**src/rtl/mem_port_arbiter_if.sv**
```systemverilog
// Bundle of the fetch, data and memory-side signals of the SCPU memory port arbiter.
// The slave modport is the arbiter; the master modport is the requesters plus the memory.
interface mem_port_arbiter_if #(
    parameter int AW = 32,
    parameter int DW = 32
);
    logic          if_req;
    logic [AW-1:0] if_addr;
    logic          if_ack;
    logic [DW-1:0] if_rdata;
    logic          dm_req;
    logic          dm_we;
    logic [AW-1:0] dm_addr;
    logic [DW-1:0] dm_wdata;
    logic          dm_ack;
    logic [DW-1:0] dm_rdata;
    logic          mem_en;
    logic          mem_we;
    logic [AW-3:0] mem_addr;
    logic [DW-1:0] mem_wdata;
    logic [DW-1:0] mem_rdata;
    logic          busy;
    logic          prot_fault;

    modport slave (
        input  if_req, if_addr, dm_req, dm_we, dm_addr, dm_wdata, mem_rdata,
        output if_ack, if_rdata, dm_ack, dm_rdata, mem_en, mem_we, mem_addr,
               mem_wdata, busy, prot_fault
    );

    modport master (
        output if_req, if_addr, dm_req, dm_we, dm_addr, dm_wdata, mem_rdata,
        input  if_ack, if_rdata, dm_ack, dm_rdata, mem_en, mem_we, mem_addr,
               mem_wdata, busy, prot_fault
    );
endinterface

```
**src/rtl/mem_port_arbiter.sv**
```systemverilog
// Arbitrates fetch and load/store requesters onto one word-addressed memory, one access at a time.
// Optional macro MEM_ARB_PROTECT_EN blocks stores below TEXT_LIMIT and raises a sticky prot_fault.
module mem_port_arbiter #(
    parameter int            AW         = 32,
    parameter int            DW         = 32,
    parameter int            MEM_LAT    = 1,
    parameter logic [AW-1:0] TEXT_LIMIT = AW'(32'h2000)
) (
    input  logic               clk,
    input  logic               reset,
    mem_port_arbiter_if.slave  bus
);

`ifdef MEM_ARB_PROTECT_EN
    localparam bit PROTECT = 1'b1;
`else
    localparam bit PROTECT = 1'b0;
`endif

    localparam logic [2:0] LAT_M1 = 3'(MEM_LAT - 1);

    typedef enum logic [1:0] {
        ST_IDLE  = 2'd0,
        ST_ISSUE = 2'd1,
        ST_WAIT  = 2'd2,
        ST_DONE  = 2'd3
    } state_t;

    state_t        state_r;
    logic [2:0]    wait_cnt_r;
    logic          owner_dm_r;
    logic          last_dm_r;
    logic          we_r;
    logic [AW-3:0] addr_r;
    logic [DW-1:0] wdata_r;
    logic [DW-1:0] if_rdata_r;
    logic [DW-1:0] dm_rdata_r;
    logic          if_ack_r;
    logic          dm_ack_r;
    logic          mem_en_r;
    logic          mem_we_r;
    logic          busy_r;
    logic          prot_fault_r;

    logic          grant_s;
    logic          pick_dm_s;
    logic          blocked_s;

    // Grant selection: a lone request wins, contention goes to whoever did not win last.
    always_comb begin
        grant_s   = 1'b0;
        pick_dm_s = 1'b0;
        blocked_s = 1'b0;
        if (bus.if_req && bus.dm_req) begin
            grant_s   = 1'b1;
            pick_dm_s = ~last_dm_r;
        end else if (bus.dm_req) begin
            grant_s   = 1'b1;
            pick_dm_s = 1'b1;
        end else if (bus.if_req) begin
            grant_s   = 1'b1;
            pick_dm_s = 1'b0;
        end else begin
            grant_s   = 1'b0;
            pick_dm_s = 1'b0;
        end
        if (PROTECT && pick_dm_s && bus.dm_we && (bus.dm_addr < TEXT_LIMIT)) begin
            blocked_s = 1'b1;
        end else begin
            blocked_s = 1'b0;
        end
    end

    // Access sequencer: IDLE -> ISSUE -> WAIT (loads/fetches only) -> DONE, all outputs registered.
    always_ff @(posedge clk or negedge reset) begin
        if (!reset) begin
            state_r      <= ST_IDLE;
            wait_cnt_r   <= 3'd0;
            owner_dm_r   <= 1'b0;
            last_dm_r    <= 1'b0;
            we_r         <= 1'b0;
            addr_r       <= '0;
            wdata_r      <= '0;
            if_rdata_r   <= '0;
            dm_rdata_r   <= '0;
            if_ack_r     <= 1'b0;
            dm_ack_r     <= 1'b0;
            mem_en_r     <= 1'b0;
            mem_we_r     <= 1'b0;
            busy_r       <= 1'b0;
            prot_fault_r <= 1'b0;
        end else begin
            case (state_r)
                ST_IDLE: begin
                    if_ack_r <= 1'b0;
                    dm_ack_r <= 1'b0;
                    if (grant_s) begin
                        owner_dm_r   <= pick_dm_s;
                        last_dm_r    <= pick_dm_s;
                        we_r         <= pick_dm_s & bus.dm_we;
                        addr_r       <= pick_dm_s ? bus.dm_addr[AW-1:2] : bus.if_addr[AW-1:2];
                        wdata_r      <= pick_dm_s ? bus.dm_wdata : wdata_r;
                        mem_en_r     <= ~blocked_s;
                        mem_we_r     <= pick_dm_s & bus.dm_we & ~blocked_s;
                        prot_fault_r <= prot_fault_r | blocked_s;
                        busy_r       <= 1'b1;
                        state_r      <= ST_ISSUE;
                    end else begin
                        busy_r  <= 1'b0;
                        state_r <= ST_IDLE;
                    end
                end
                ST_ISSUE: begin
                    mem_en_r <= 1'b0;
                    mem_we_r <= 1'b0;
                    if (we_r) begin
                        dm_ack_r <= 1'b1;
                        state_r  <= ST_DONE;
                    end else begin
                        wait_cnt_r <= LAT_M1;
                        state_r    <= ST_WAIT;
                    end
                end
                ST_WAIT: begin
                    if (wait_cnt_r == 3'd0) begin
                        if (owner_dm_r) begin
                            dm_rdata_r <= bus.mem_rdata;
                            dm_ack_r   <= 1'b1;
                        end else begin
                            if_rdata_r <= bus.mem_rdata;
                            if_ack_r   <= 1'b1;
                        end
                        state_r <= ST_DONE;
                    end else begin
                        wait_cnt_r <= wait_cnt_r - 3'd1;
                    end
                end
                ST_DONE: begin
                    if_ack_r <= 1'b0;
                    dm_ack_r <= 1'b0;
                    busy_r   <= 1'b0;
                    state_r  <= ST_IDLE;
                end
                default: begin
                    if_ack_r <= 1'b0;
                    dm_ack_r <= 1'b0;
                    mem_en_r <= 1'b0;
                    mem_we_r <= 1'b0;
                    busy_r   <= 1'b0;
                    state_r  <= ST_IDLE;
                end
            endcase
        end
    end

    assign bus.if_ack     = if_ack_r;
    assign bus.if_rdata   = if_rdata_r;
    assign bus.dm_ack     = dm_ack_r;
    assign bus.dm_rdata   = dm_rdata_r;
    assign bus.mem_en     = mem_en_r;
    assign bus.mem_we     = mem_we_r;
    assign bus.mem_addr   = addr_r;
    assign bus.mem_wdata  = wdata_r;
    assign bus.busy       = busy_r;
    assign bus.prot_fault = prot_fault_r;

endmodule

```
**src/flat_wrapper.sv**
```systemverilog
// flat-port wrapper written by rule: the top's interface ports become plain ports
module mem_port_arbiter_flat 
#(
    parameter int            AW         = 32,
    parameter int            DW         = 32,
    parameter int            MEM_LAT    = 1,
    parameter logic [AW-1:0] TEXT_LIMIT = AW'(32'h2000)
)
  (clk, reset, bus_if_req, bus_if_addr, bus_dm_req, bus_dm_we, bus_dm_addr, bus_dm_wdata, bus_mem_rdata, bus_if_ack, bus_if_rdata, bus_dm_ack, bus_dm_rdata, bus_mem_en, bus_mem_we, bus_mem_addr, bus_mem_wdata, bus_busy, bus_prot_fault);
  mem_port_arbiter_if #(.AW(AW), .DW(DW)) bus_i ();
  input  logic clk;
  input  logic reset;
  input wire logic [$bits(bus_i.if_req)-1:0] bus_if_req;
  input wire logic [$bits(bus_i.if_addr)-1:0] bus_if_addr;
  input wire logic [$bits(bus_i.dm_req)-1:0] bus_dm_req;
  input wire logic [$bits(bus_i.dm_we)-1:0] bus_dm_we;
  input wire logic [$bits(bus_i.dm_addr)-1:0] bus_dm_addr;
  input wire logic [$bits(bus_i.dm_wdata)-1:0] bus_dm_wdata;
  input wire logic [$bits(bus_i.mem_rdata)-1:0] bus_mem_rdata;
  output wire logic [$bits(bus_i.if_ack)-1:0] bus_if_ack;
  output wire logic [$bits(bus_i.if_rdata)-1:0] bus_if_rdata;
  output wire logic [$bits(bus_i.dm_ack)-1:0] bus_dm_ack;
  output wire logic [$bits(bus_i.dm_rdata)-1:0] bus_dm_rdata;
  output wire logic [$bits(bus_i.mem_en)-1:0] bus_mem_en;
  output wire logic [$bits(bus_i.mem_we)-1:0] bus_mem_we;
  output wire logic [$bits(bus_i.mem_addr)-1:0] bus_mem_addr;
  output wire logic [$bits(bus_i.mem_wdata)-1:0] bus_mem_wdata;
  output wire logic [$bits(bus_i.busy)-1:0] bus_busy;
  output wire logic [$bits(bus_i.prot_fault)-1:0] bus_prot_fault;
  assign bus_i.if_req = bus_if_req;
  assign bus_i.if_addr = bus_if_addr;
  assign bus_i.dm_req = bus_dm_req;
  assign bus_i.dm_we = bus_dm_we;
  assign bus_i.dm_addr = bus_dm_addr;
  assign bus_i.dm_wdata = bus_dm_wdata;
  assign bus_i.mem_rdata = bus_mem_rdata;
  assign bus_if_ack = bus_i.if_ack;
  assign bus_if_rdata = bus_i.if_rdata;
  assign bus_dm_ack = bus_i.dm_ack;
  assign bus_dm_rdata = bus_i.dm_rdata;
  assign bus_mem_en = bus_i.mem_en;
  assign bus_mem_we = bus_i.mem_we;
  assign bus_mem_addr = bus_i.mem_addr;
  assign bus_mem_wdata = bus_i.mem_wdata;
  assign bus_busy = bus_i.busy;
  assign bus_prot_fault = bus_i.prot_fault;
  mem_port_arbiter #(.AW(AW), .DW(DW), .MEM_LAT(MEM_LAT), .TEXT_LIMIT(TEXT_LIMIT)) u_core (.clk(clk), .reset(reset), .bus(bus_i));
endmodule
```
**config.mk**
```make
export PLATFORM = sky130hd
export DESIGN_NAME = mem_port_arbiter_flat
export DESIGN_NICKNAME = d
export VERILOG_FILES = /design/src/rtl/mem_port_arbiter_if.sv /design/src/rtl/mem_port_arbiter.sv /design/src/flat_wrapper.sv
export SDC_FILE = /design/constraint.sdc
export NUM_CORES = 1
export LEC_CHECK = 0
export ABC_AREA = 0
export CAP_MARGIN = 30
export CORE_AREA = 2 2 121 123
export DETAILED_ROUTE_END_ITERATION = 8
export DIE_AREA = 0 0 123 125
export HOLD_SLACK_MARGIN = 0.1
export PLACE_DENSITY = 0.84
export SYNTH_ARGS = -nofsm -noshare
export SYNTH_HDL_FRONTEND = slang
export SYNTH_SLANG_ARGS = --single-unit
export TNS_END_PERCENT = 5
```
**constraint.sdc**
```tcl
create_clock -name clk -period 2.1 [get_ports clk]
set_clock_uncertainty 0.1 [all_clocks]
set_input_delay 0.42 -clock clk [delete_from_list [all_inputs] [get_ports clk]]
set_output_delay 0.42 -clock clk [all_outputs]
set_load 0.01 [all_outputs]
```
==> impl_metrics.ini, run 1 <==
[worst_setup_path]
reg2reg_setup_slack_ns = 0.06
r2r_end = u_core.bus.if_rdata[2]$_DFFE_PN0P_
worstReg2RegStart = u_core.wait_cnt_r[0]$_DFFE_PN0P_
crit_required_ns = 2.30
worstSetupStartpointType = register
arrival_ns = 2.23
path_class = register to register
path_max_fanout = 16
critical_path.endpoint_type = register
startpoint = u_core.wait_cnt_r[0]$_DFFE_PN0P_
ff2ff_path_depth = 7
endpoint = u_core.bus.if_rdata[2]$_DFFE_PN0P_

[power_and_ir_drop]
power_mw = 14.4
power_leakage_nw = 3.98
powerDensity_nw_per_um2 = 1560
vdd_ir_drop_max_mv = 0.905

[yosys]
synth-seq-area-share_pct = 61.2
synth_area_um2 = 5640
synthTopCellsByArea = dfrtp_1 61%, mux2_2 19%, mux2i_1 5.5%
yosysWarnings = 0
synth_fp_nets = 543
synthDistinctLibCells = 35
synth_top_area_share_pct = 61.2
ys_ff_latch = 138
synth_area_per_cell_um2 = 14.0
synth_cells = 404
yosys.area.top_type = dfrtp_1

[drt]
drc = 0
via_per_inst = 4.89
wl_um = 14700
drt_iter0_drc = 170
drt-pass1-iter-count = 4
vias = 4292
ant_nets = 0
wl_per_cell_um = 16.8

[timing]
fin_setup_tns_ns = 0
finalHoldViolCount = 0
post-route-min-period_ns = 2.04
finalCritPeriodShare_pct = 97.0
drv_slew = 0
timing.fmax_ghz = 0.491
setup_ws_ns = 0.0633
setup-violations-final = 0

[clocking]
clockBufferDepth = 2
cts-root-buf = clkbuf_16
cts-buffers-inserted = 17
cts_num_sinks = 138
path_clk_slew_ns = 0.07
cts_max_level = 4
clock_latency_ns = 0.41
cts_tree = yes

[placement]
portBuffers = 259
place_inst = 838
place_area_um2 = 8530
dp_slack_ns = 0.0311
place.gp.congestion = 0.754
hpwlAfterDp_um = 10400

[die]
io_pins = 265
design.die.area_um2 = 15400
die_y_um = 125
start_util_pct = 39.7
fp-row-count = 44
core_area_um2 = 14200
die_w_um = 123

[grt]
grt_pass1_vias = 4590
grt-ovfl-total = 0
grt_max_degree = 61
grt_pass1_wl_um = 23000
grtUsageTotal_pct = 19.4
antenna_found_initial = 0

[final_layout]
syn2layout_area_growth_pct = 64.2
diodes = 0
fin_cells = 877
nNetsFinal = 819
finish.instance_area_um2 = 9260
drive_gt1_share_pct = 22.9

[min_path]
hold_path.class = register to register
hp-start = u_core.bus.mem_addr[15]$_DFFE_PN0P_

[run_status]
status = finished, final reports clean

[flow_run]
drv_cap = 0
==> repair_timing <==
item,CTS,global route
hold endpoints to repair,39,0
resized for setup,0,2
hold buffers,1,0
buffers inserted,0,5
setup endpoints to repair,0,32
==> cells by family after synthesis <==
family	count (synthesis)	synth area share (%)
adder cells (fa/ha/maj)	6	1.33
buffers and inverters	28	2.75
multiplexers	128	24.9
other	1	0.0665
AO/OA/AOI/OAI	48	5.08
AND/OR/NAND/NOR	55	4.72
flip-flops	138	61.2
==> registers in the layout, indices dropped and copies added (netlist names) <==
| name | count |
|---|---|
| u_core.bus.busy | 1 |
| u_core.bus.dm_ack | 1 |
| u_core.bus.dm_rdata | 32 |
| u_core.bus.if_ack | 1 |
| u_core.bus.if_rdata | 32 |
| u_core.bus.mem_addr | 30 |
| u_core.bus.mem_en | 1 |
| u_core.bus.mem_wdata | 32 |
| u_core.bus.mem_we | 1 |
| u_core.last_dm_r | 1 |
| u_core.state_r | 2 |
| u_core.wait_cnt_r | 3 |
| u_core.we_r | 1 |
==> power breakdown <==
part           total [mW]  internal, mW  switching (mW)
logic                6.55          3.97            2.58
clock network        3.16          1.92            1.25
registers            4.73          4.00           0.727
==> through the flow <==
step / hold WS, ns / utilization [%]
finish: 0.378 / 65.2
global route: 0.406 / 65.2
CTS: 0.384 / 64.6
detailed placement: 0.260 / 60.1
global placement: 0.260 / 60.1
floorplan: 0.0244 / -
==> cell type report <==
type                    instances  area (um2)
repair buffers                280        2870
inverters                       5        18.8
clock buffers                  17         425
flip-flops and latches        138        3450
well taps                     184         230
clock inverters                15         206
multi-input cells             238        2060
fillers                      1013        4940
==> placed cells by master (no fill, tap or decap), types with 2 or more instances in the layout <==
master / n
a21bo_2: 2
a21oi_1: 2
buf_12: 8
buf_4: 11
bufinv_16: 3
clkbuf_16: 18
clkdlybuf4s50_1: 258
clkinvlp_4: 3
dfrtp_1: 138
ha_1: 5
inv_1: 5
inv_6: 4
inv_8: 3
mux2_2: 97
mux2i_1: 31
nand2_1: 39
nand3_1: 4
nand3b_1: 2
nor2b_1: 2
o21ai_0: 34
o311ai_0: 2
==> synthesized netlist by cell type (all sizes together) <==
master / count
or4b: 1
conb: 1
a32o: 1
nor2b: 3
mux2i: 31
o21ai: 35
a2bb2oi: 1
a32oi: 1
buf: 18
dfrtp: 138
or2: 1
ha: 6
a21oi: 2
inv: 5
nand2b: 1
nor2: 1
o31ai: 1
o221ai: 1
o311ai: 2
nand2: 40
nand3b: 2
mux2: 97
a21bo: 2
a22o: 1
nand3: 4
a21boi: 1
nor3b: 2
clkbuf: 5
==> metal layers <==
layer	global-route usage [%]	up-vias	part of all wire (%)
met2	32.8	196	49
met1	21.5	2071	39
met3	8.30	27	10
li1	-	1998	-
met4	7.15	0	2.3
met5	0	-	0
==> worst max-delay path, stage by stage, from the launching register on <==
cell	delay, ns
dfrtp_1	0.41
inv_1	0.12
ha_4	0.15
nor2b_4	0.20
nor3b_4	0.24
buf_12	0.15
buf_12	0.16
mux2_2	0.37
==> worst min-delay path by stage <==
stage / endpoint / depth (start not counted)
2_1_floorplan: u_core.bus.busy$_DFFE_PN0N_ / 0
6_report: u_core.bus.mem_addr[15]$_DFFE_PN0P_ / 2
5_1_grt: u_core.bus.dm_rdata[21]$_DFFE_PN0P_ / 2
3_5_place_dp: u_core.bus.if_rdata[12]$_DFFE_PN0P_ / 1
3_3_place_gp: u_core.bus.dm_rdata[12]$_DFFE_PN0P_ / 1
4_1_cts: u_core.bus.dm_rdata[27]$_DFFE_PN0P_ / 2
Power figures use the tool's default switching activity.
==> run 2, diff against run 1 <==
- TNS_END_PERCENT: 5 -> 1
==> results of run 2 <==
The final DEF is identical to that of run 1; final timing and power are the same.
==> run 3, diff against run 2 <==
- SETUP_SLACK_MARGIN: default -> 0.2
==> impl_metrics.ini, run 3 (synthesis results as in run 1) <==
[power_and_ir_drop]
vdd_ir_drop_max_mv = 0.914
power.internal_mw = 10.0
power_leakage_nw = 4.04
power_frac_seq_pct = 32.4
p_clk_share_pct = 21.6
powerDensity_nw_per_um2 = 1560
p_sw_mw = 4.60
swShare_pct = 31.5
combPwrFrac_pct = 46.0

[grt]
met3_usage_pct = 8.35
grt_max_degree = 61
grtUsageTotal_pct = 20.1
top_usage_layer = met2
met2_usage_pct = 34.4
antenna_found_initial = 0
grtUsageMet1_pct = 22.2
grt_pass1_vias = 4643
grt-ovfl-total = 0
grt_pass1_wl_um = 23800

[clocking]
cts-buffers-inserted = 17
cts-root-buf = clkbuf_16
cts_num_sinks = 138
clock_latency_ns = 0.41
cts_tree = yes
path_clk_slew_ns = 0.06
clockBufferDepth = 2
cts_max_level = 4

[placement]
portBuffers = 259
hpwlAfterDp_um = 10400
dp_slack_ns = 0.0311
place.gp.congestion = 0.754

[timing]
fin_setup_tns_ns = 0
timing.fmax_ghz = 0.529
finalCritPeriodShare_pct = 90.0
setup-violations-final = 0
post-route-min-period_ns = 1.89
setup_ws_ns = 0.209
drv_slew = 0
rsz0062_at_grt = true
finalHoldViolCount = 0

[die]
die_y_um = 125
fp-row-count = 44
io_pins = 265
start_util_pct = 39.7
die_w_um = 123
design.die.area_um2 = 15400
core_area_um2 = 14200

[worst_setup_path]
cpMaxStageDelayCell = clkdlybuf4s50_1
arrival_ns = 1.37
crit_buf_inv = 1
path_max_fanout = 3
cpPeakStageDelay_ns = 0.58
cp_top_family = buffers and inverters
worstSetupStartpointType = register
path_class = register to primary output
critical_path.endpoint_type = primary output
crit_required_ns = 1.58
crit_chain = clkdlybuf4s50_1

[drt]
vias = 4297
ant_nets = 0
via_per_inst = 4.87
wl_um = 15000
drt_iter0_drc = 162
wl_per_cell_um = 17.0
drt-pass1-iter-count = 4
drc = 0

[min_path]
hold_path.class = register to register

[final_layout]
diodes = 0
nNetsFinal = 824
drive_gt1_share_pct = 23.8
multi_input_area_um2 = 2060
n_fill_cell = 1001
layout.cells.most_common = clkdlybuf4s50_1
register_area_um2 = 3450
layout_common_cells = 257 x clkdlybuf4s50_1, 138 x dfrtp_1, 96 x mux2_2
syn2layout_area_growth_pct = 65.6

[run_status]
status = finished, final reports clean

[flow_run]
drv_cap = 0
-- run 3: cell count changes in the layout (fill, tap and decap cells not counted), sizes merged --
cell / delta
dlymetal6s2s: +1
clkdlybuf4s50: -1
buf: +5
-- run 3: metal layers --
| layer | vias up | wire length, um |
|---|---|---|
| met5 | - | 0 |
| met4 | 0 | 328 |
| met3 | 26 | 1460 |
| met1 | 2070 | 5740 |
| met2 | 200 | 7460 |
| li1 | 2001 | - |
-- run 3: power by group through the flow --
stage	logic, mW	clock network [mW]	registers (mW)
after CTS	6.72	3.24	4.74
after detailed placement	6.47	0	4.76
final	6.71	3.16	4.73
after floorplan	2.35	0	5.27
after global routing	7.20	3.38	4.89
after global placement	6.31	0	4.68
-- run 3: metrics by stage --
stage	util (%)	power [mW]	area, um2	instances	hold slack [ns]
floorplan	-	7.62	5640	404	0.0244
global placement	60.1	11.0	8530	838	0.260
detailed placement	60.1	11.2	8530	838	0.260
CTS	65.4	14.7	9290	879	0.384
global route	65.8	15.5	9340	882	0.406
finish	65.8	14.6	9340	882	0.378
-- run 3: timing repair --
action                     4_1_cts  5_1_grt
hold endpoints to repair        39        0
gates cloned                     2        1
setup endpoints to repair       36       55
pin swaps                        0        2
gates resized for setup          7        3
hold buffers                     1        0
buffers inserted                 6        2
-- run 3: layout make-up --
cell class,count,area share [%]
clock inverter,15,2.21
sequential,138,37.0
multi-input combinational,238,22.1
clock buffer,17,4.55
timing repair buffer,285,31.5
inverter,5,0.201
tap,184,2.46
-- run 3: final timing paths --
| check | from | to | slack (ns) | cells past startpoint |
|---|---|---|---|---|
| max | u_core.bus.mem_we$_DFFE_PN0P_ | bus_mem_we | 0.21 | 1 |
| min | u_core.bus.mem_addr[15]$_DFFE_PN0P_ | u_core.bus.mem_addr[15]$_DFFE_PN0P_ | 0.38 | 2 |
| max reg2reg | u_core.wait_cnt_r[1]$_DFFE_PN0P_ | u_core.bus.if_rdata[20]$_DFFE_PN0P_ | 0.24 | 7 |
| min reg2reg | u_core.bus.mem_addr[15]$_DFFE_PN0P_ | u_core.bus.mem_addr[15]$_DFFE_PN0P_ | 0.38 | 2 |
| max in group asynchronous | reset | u_core.bus.mem_wdata[30]$_DFFE_PN0P_ | 0.95 | 3 |
| min in group asynchronous | reset | u_core.bus.mem_addr[25]$_DFFE_PN0P_ | 0.39 | 2 |
-- run 3: worst reg2reg max path, cell delays in order, from the launching register on --
cell	delay (ns)
dfrtp_1	0.39
inv_2	0.09
ha_4	0.13
nor2b_4	0.15
nor3b_4	0.23
buf_6	0.17
clkbuf_16	0.16
mux2_2	0.33
